[config.mk]
export PLATFORM = sky130hd
export DESIGN_NAME = permutation_sequencer_flat
export DESIGN_NICKNAME = d
export VERILOG_FILES = /design/src/rtl/permutation_sequencer_pkg.sv /design/src/rtl/permutation_sequencer_if.sv /design/src/rtl/permutation_sequencer_round_counter.sv /design/src/rtl/permutation_sequencer.sv /design/src/flat_wrapper.sv
export SDC_FILE = /design/constraint.sdc
export NUM_CORES = 1
export LEC_CHECK = 0
export ABC_AREA = 1
export CORE_MARGIN = 3
export CORE_UTILIZATION = 52
export DETAILED_ROUTE_END_ITERATION = 8
export PLACE_DENSITY = 0.81
export SYNTH_ARGS = -nofsm -noshare
export SYNTH_HDL_FRONTEND = slang
export SYNTH_SLANG_ARGS = --single-unit
[constraint.sdc]
create_clock -name clock_i -period 4.7 [get_ports clock_i]
set_input_delay 0.705 -clock clock_i [delete_from_list [all_inputs] [get_ports clock_i]]
set_output_delay 0.705 -clock clock_i [all_outputs]
set_load 0.03 [all_outputs]
[src/rtl/permutation_sequencer_pkg.sv]
// Shared types and constants for the ASCON permutation round sequencer.
// Optional feature macro: PERM_SEQ_ABORT_EN (adds abort_i to the sequencer bus).
package permutation_sequencer_pkg;

    localparam int NB_ROUNDS_MAX_DEF = 12;
    localparam int ROUND_W_DEF       = 4;

    typedef enum logic [1:0] {SEQ_IDLE, SEQ_RUN, SEQ_DONE} type_seq_state;

    localparam logic [3:0] ROUNDS_PA = 4'd12;
    localparam logic [3:0] ROUNDS_PB = 4'd6;

endpackage

[src/rtl/permutation_sequencer_if.sv]
// Handshake and datapath-control bus between the mode FSM (master) and the sequencer (slave).
// Optional feature macro: PERM_SEQ_ABORT_EN adds abort_i.
interface permutation_sequencer_if #(parameter int ROUND_W = 4);

    logic               start_i;
    logic [ROUND_W-1:0] nb_rounds_i;
    logic               ready_o;
    logic               busy_o;
    logic [ROUND_W-1:0] round_o;
    logic               input_select_o;
    logic               done_o;
    logic               err_o;
`ifdef PERM_SEQ_ABORT_EN
    logic               abort_i;

    modport master (
        output start_i, nb_rounds_i, abort_i,
        input  ready_o, busy_o, round_o, input_select_o, done_o, err_o
    );

    modport slave (
        input  start_i, nb_rounds_i, abort_i,
        output ready_o, busy_o, round_o, input_select_o, done_o, err_o
    );
`else
    modport master (
        output start_i, nb_rounds_i,
        input  ready_o, busy_o, round_o, input_select_o, done_o, err_o
    );

    modport slave (
        input  start_i, nb_rounds_i,
        output ready_o, busy_o, round_o, input_select_o, done_o, err_o
    );
`endif

endinterface

[src/rtl/permutation_sequencer_round_counter.sv]
// Loadable down-counter with zero flag; tracks the rounds still to run after the current one.
module round_counter #(
    parameter int ROUND_W = 4
) (
    input  logic               clock_i,
    input  logic               resetb_i,
    input  logic               load,
    input  logic [ROUND_W-1:0] load_value,
    input  logic               decrement,
    output logic [ROUND_W-1:0] count,
    output logic               zero
);

    always_ff @(posedge clock_i) begin
        if (resetb_i) begin
            count <= '0;
        end else if (load) begin
            count <= load_value;
        end else if (decrement && (count != '0)) begin
            count <= count - ROUND_W'(1);
        end
    end

    assign zero = (count == '0);

endmodule

[src/rtl/permutation_sequencer.sv]
// ASCON permutation round sequencer: drives round index and input select for p^a, then pulses done.
// Optional feature macro: PERM_SEQ_ABORT_EN (abort_i cancels a running permutation).
module permutation_sequencer
    import permutation_sequencer_pkg::*;
#(
    parameter int NB_ROUNDS_MAX = NB_ROUNDS_MAX_DEF,
    parameter int ROUND_W       = ROUND_W_DEF
) (
    input  logic                   clock_i,
    input  logic                   resetb_i,
    permutation_sequencer_if.slave seq
);

    localparam logic [ROUND_W-1:0] MAX_W = ROUND_W'(NB_ROUNDS_MAX);

    type_seq_state      state;
    type_seq_state      state_next;
    logic               legal;
    logic               accept;
    logic               abort_req;
    logic               last_round;
    logic [ROUND_W-1:0] remaining;
    logic [ROUND_W-1:0] round_q;
    logic               select_q;
    logic               err_q;

    assign legal  = (seq.nb_rounds_i != '0) && (seq.nb_rounds_i <= MAX_W);
    assign accept = (state == SEQ_IDLE) && seq.start_i && legal;

`ifdef PERM_SEQ_ABORT_EN
    assign abort_req = seq.abort_i && (state != SEQ_IDLE);
`else
    assign abort_req = 1'b0;
`endif

    round_counter #(.ROUND_W(ROUND_W)) u_round_counter (
        .clock_i    (clock_i),
        .resetb_i   (resetb_i),
        .load       (accept),
        .load_value (seq.nb_rounds_i - ROUND_W'(1)),
        .decrement  ((state == SEQ_RUN) && !abort_req),
        .count      (remaining),
        .zero       (last_round)
    );

    always_ff @(posedge clock_i) begin
        if (resetb_i) begin
            state <= SEQ_IDLE;
        end else begin
            state <= state_next;
        end
    end

    always_comb begin
        state_next = state;
        case (state)
            SEQ_IDLE: if (accept) state_next = SEQ_RUN;
            SEQ_RUN: begin
                if (abort_req) begin
                    state_next = SEQ_IDLE;
                end else if (last_round) begin
                    state_next = SEQ_DONE;
                end
            end
            SEQ_DONE: state_next = SEQ_IDLE;
            default:  state_next = SEQ_IDLE;
        endcase
    end

    // Round index stops at the last round so it never passes NB_ROUNDS_MAX-1;
    // select drops to 0 only for the first round of a run.
    always_ff @(posedge clock_i) begin
        if (resetb_i) begin
            round_q  <= '0;
            select_q <= 1'b0;
            err_q    <= 1'b0;
        end else begin
            err_q <= (state == SEQ_IDLE) && seq.start_i && !legal;
            if (accept) begin
                round_q  <= MAX_W - seq.nb_rounds_i;
                select_q <= 1'b0;
            end else if ((state == SEQ_RUN) && !abort_req) begin
                select_q <= 1'b1;
                if (!last_round) begin
                    round_q <= round_q + ROUND_W'(1);
                end
            end
        end
    end

    assign seq.ready_o        = (state == SEQ_IDLE);
    assign seq.busy_o         = (state == SEQ_RUN);
    assign seq.done_o         = (state == SEQ_DONE);
    assign seq.round_o        = round_q;
    assign seq.input_select_o = select_q;
    assign seq.err_o          = err_q;

endmodule

[src/flat_wrapper.sv]
// flat-port wrapper written by rule: the top's interface ports become plain ports
module permutation_sequencer_flat import permutation_sequencer_pkg::*;
#(
    parameter int NB_ROUNDS_MAX = NB_ROUNDS_MAX_DEF,
    parameter int ROUND_W       = ROUND_W_DEF
)
  (clock_i, resetb_i, seq_start_i, seq_nb_rounds_i, seq_ready_o, seq_busy_o, seq_round_o, seq_input_select_o, seq_done_o, seq_err_o);
  permutation_sequencer_if #(.ROUND_W(ROUND_W)) seq_i ();
  input  logic clock_i;
  input  logic resetb_i;
  input wire logic [$bits(seq_i.start_i)-1:0] seq_start_i;
  input wire logic [$bits(seq_i.nb_rounds_i)-1:0] seq_nb_rounds_i;
  output wire logic [$bits(seq_i.ready_o)-1:0] seq_ready_o;
  output wire logic [$bits(seq_i.busy_o)-1:0] seq_busy_o;
  output wire logic [$bits(seq_i.round_o)-1:0] seq_round_o;
  output wire logic [$bits(seq_i.input_select_o)-1:0] seq_input_select_o;
  output wire logic [$bits(seq_i.done_o)-1:0] seq_done_o;
  output wire logic [$bits(seq_i.err_o)-1:0] seq_err_o;
  assign seq_i.start_i = seq_start_i;
  assign seq_i.nb_rounds_i = seq_nb_rounds_i;
  assign seq_ready_o = seq_i.ready_o;
  assign seq_busy_o = seq_i.busy_o;
  assign seq_round_o = seq_i.round_o;
  assign seq_input_select_o = seq_i.input_select_o;
  assign seq_done_o = seq_i.done_o;
  assign seq_err_o = seq_i.err_o;
  permutation_sequencer #(.NB_ROUNDS_MAX(NB_ROUNDS_MAX), .ROUND_W(ROUND_W)) u_core (.clock_i(clock_i), .resetb_i(resetb_i), .seq(seq_i));
endmodule
==> impl_metrics.yaml <==
status:
  status: "finished clean"
cells_and_area:
  final_layout_size_suffix_gt1_share_pct: 12.7
  layout_commonest_cell: "nand2_1"
  utilization_pct: 77.0
  nFillCells: 102
  layout.nets: 137
  regArea_um2: 240
  multi_input_area_um2: 417
  syn2layout_area_growth_pct: 26.6
  final_cell_mix: "23 x nand2_1, 15 x inv_1, 15 x clkdlybuf4s50_1"
  antenna_cells: 0
clocking:
  cts_tree: "yes"
  cts_resized: 0
  cts_made_buffers: 3
  clkSinkCount: 12
  clk_pin_slew_ns: 0.08
  clk_latency_ns: 0.27
  h-tree-depth: 1
  post-cts-setup-buffers: 0
  clockBufferDepth: 2
  holdBufCountCts: 0
  ctsRootBufferMaster: "clkbuf_4"
timing:
  finalSetupTns_ns: 0
  worstMarginPinSlew_ns: 0.325
  slew_viol_final: 0
  slew_headroom_pct: 78.2
  period_share_pct: 51.8
  setup_viol: 0
  hold_viol: 0
  period_minus_slack_ns: 2.43
  worst_slack_ns: 2.27
  fmax_ghz: 0.411
  finalClockSkew_ns: 0.00825
  rsz0062_at_grt: "false"
power_and_ir_drop:
  fin_total_pwr_mw: 0.359
  p_seq_share_pct: 36.4
  p_sw_share_pct: 38.7
  netSwitchingPower_mw: 0.139
  powerDensity_mw_per_mm2: 384
  power_leakage_nw: 0.455
  clkPwrFrac_pct: 22.9
  vdd_ir_drop_max_v: 0.000192
  p_int_mw: 0.221
  p_comb_share_pct: 40.7
worst_hold_path:
  hold_depth: 1
  worstHoldStart: "u_core.state[1]"
  min_to: "u_core.state[1]"
  min_path_type: "flip-flop to flip-flop"
placed_design:
  dp_slack_ns: 1.98
  place_congestion: 0.911
  portBuffers: 15
  detailed_place_hpwl_mm: 1.34
die:
  core.rowCount: 12
  die-area_mm2: 0.00191
  ios: 16
  die_w_um: 43.7
  die-height_um: 43.7
  start_util_pct: 60.8
  core_area_mm2: 0.00122
synth:
  postSynthAreaPerCell_um2: 6.85
  syn-num-nets: 118
  syn_area_um2: 739
  yosysTopAreaCell: "dfxtp_1"
  yosysUniqueCellTypes: 20
  netlist_instances: 108
  yosys_warnings: 0
  synth_area_leaders: "dfxtp_1 32%, nand2_1 12%, nand3_1 8.1%"
  netlist.area_leader.share_pct: 32.5
  seq_area_frac_synth_pct: 32.5
  ys_ff_latch: 12
setup_path:
  worstPathCellList: "clkdlybuf4s50_1 > inv_1 > ha_1 > nand2_1 > nand2_1 > nand2_2 > nand3_1 > nand2_2 > inv_2 > ha_1 > or2_1 > nand3_1 > a21oi_1"
  setup.worst_path.end_class: "flip-flop"
  critPathBufInv: 3
  timing.critical_path.max_delay_family: "simple AND/OR/NAND/NOR gates"
  r2r_end: "u_core.u_round_counter.count[2]"
  critPathMaxStageDelay_ns: 0.49
  worstRegToRegCells: 10
  slowest_stage: "clkdlybuf4s50_1"
  path_class: "input pin to flip-flop"
  cp_max_fo: 5
  start_kind: "input pin"
  worst-r2r-setup-slack_ns: 3.05
  crit_required_ns: 4.85
  crit_arrival_ns: 2.59
  r2r_start: "u_core.state[0]"
detailed_routing:
  dr.pass1.iters: 5
  drcViolationCount: 0
  vias: 743
  wirelength_mm: 1.71
  drt_iter0_drc: 46
  wl_per_cell_um: 12.2
  via_per_inst: 5.31
  ant_nets: 0
global_routing:
  grt_overflow: 0
  grt_pass1_wl_mm: 2.90
  grt_pass1_vias: 664
  grt_max_degree: 13
  antenna_found_initial: 0
  grt_use_total_pct: 20.3
job:
  maxCapViolations: 0
power by group through the flow:
stage | clock network (mW) | registers, mW | logic, mW
floorplan | 0 | 0.143 | 0.0898
global route | 0.0886 | 0.132 | 0.164
detailed placement | 0 | 0.133 | 0.144
CTS | 0.0836 | 0.130 | 0.145
global placement | 0 | 0.132 | 0.141
finish | 0.0822 | 0.131 | 0.146
layout make-up:
class	instances	area share, %
sequential	12	25.7
clock buffer	4	3.88
timing repair buffer	15	16.0
inverter	20	8.02
tap	14	1.87
multi-input combinational	75	44.5
cell families after synthesis:
logic type | count (synthesis) | synth area share (%)
AOI/OAI and AO/OA | 17 | 12.0
xor gates and xnor gates | 3 | 3.55
adders and majority gates | 3 | 5.08
buffers and inverters | 21 | 11.2
DFF | 12 | 32.5
and+or+nand+nor | 52 | 35.7
state kept, by name, summed over array words and instances, names as in the netlist:
signal,flops
u_core.seq.round_o,4
u_core.seq.err_o,1
u_core.state,2
u_core.u_round_counter.count,4
u_core.seq.input_select_o,1
synthesized netlist by cell type:
cell type	number
nor2_8	1
xnor2_1	1
nor3_1	1
o21ai_0	8
nor2_1	7
or2_1	1
dfxtp_1	12
inv_2	5
a21oi_1	6
buf_4	1
a31oi_1	3
ha_1	3
nand2_1	23
nand2_2	4
nor4_1	1
inv_1	15
nand2_4	1
nand3_4	1
xor2_1	2
nand3_1	12
worst register-to-register path: cells and delay by family (launching register included):
family	cells	cell delay [ns]
AND/OR/NAND/NOR	7	0.85
flip-flops	1	0.34
adder cells (fa/ha/maj)	1	0.20
buffers and inverters	1	0.09
AO/OA/AOI/OAI	1	0.06
worst max path at each step:
stage,from,end,slack (ns),depth (start not counted)
floorplan,seq_nb_rounds_i[1],u_core.u_round_counter.count[2],2.64,13
global placement,seq_nb_rounds_i[0],u_core.u_round_counter.count[2],2.02,13
detailed placement,seq_nb_rounds_i[0],u_core.u_round_counter.count[2],1.98,13
CTS,seq_nb_rounds_i[0],u_core.u_round_counter.count[2],2.27,13
global route,seq_nb_rounds_i[0],u_core.u_round_counter.count[2],2.13,13
finish,seq_nb_rounds_i[0],u_core.u_round_counter.count[2],2.27,13
per-layer routing:
| layer | vias up | routed length, um | global-route usage [%] |
|---|---|---|---|
| met4 | 0 | 80 | 12.7 |
| met1 | 313 | 770 | 27.0 |
| met5 | - | 0 | 0 |
| met2 | 37 | 750 | 29.9 |
| met3 | 11 | 107 | 3.73 |
| li1 | 382 | - | - |
metrics by stage:
| step | instances | hold WS [ns] | area (um^2) |
|---|---|---|---|
| finish | 140 | 0.497 | 936 |
| global route | 140 | 0.518 | 936 |
| CTS | 140 | 0.492 | 936 |
| detailed placement | 136 | 0.482 | 900 |
| global placement | 136 | 0.454 | 900 |
| floorplan | 108 | 0.441 | 739 |
No activity file was read; power rests on OpenSTA's default activity.
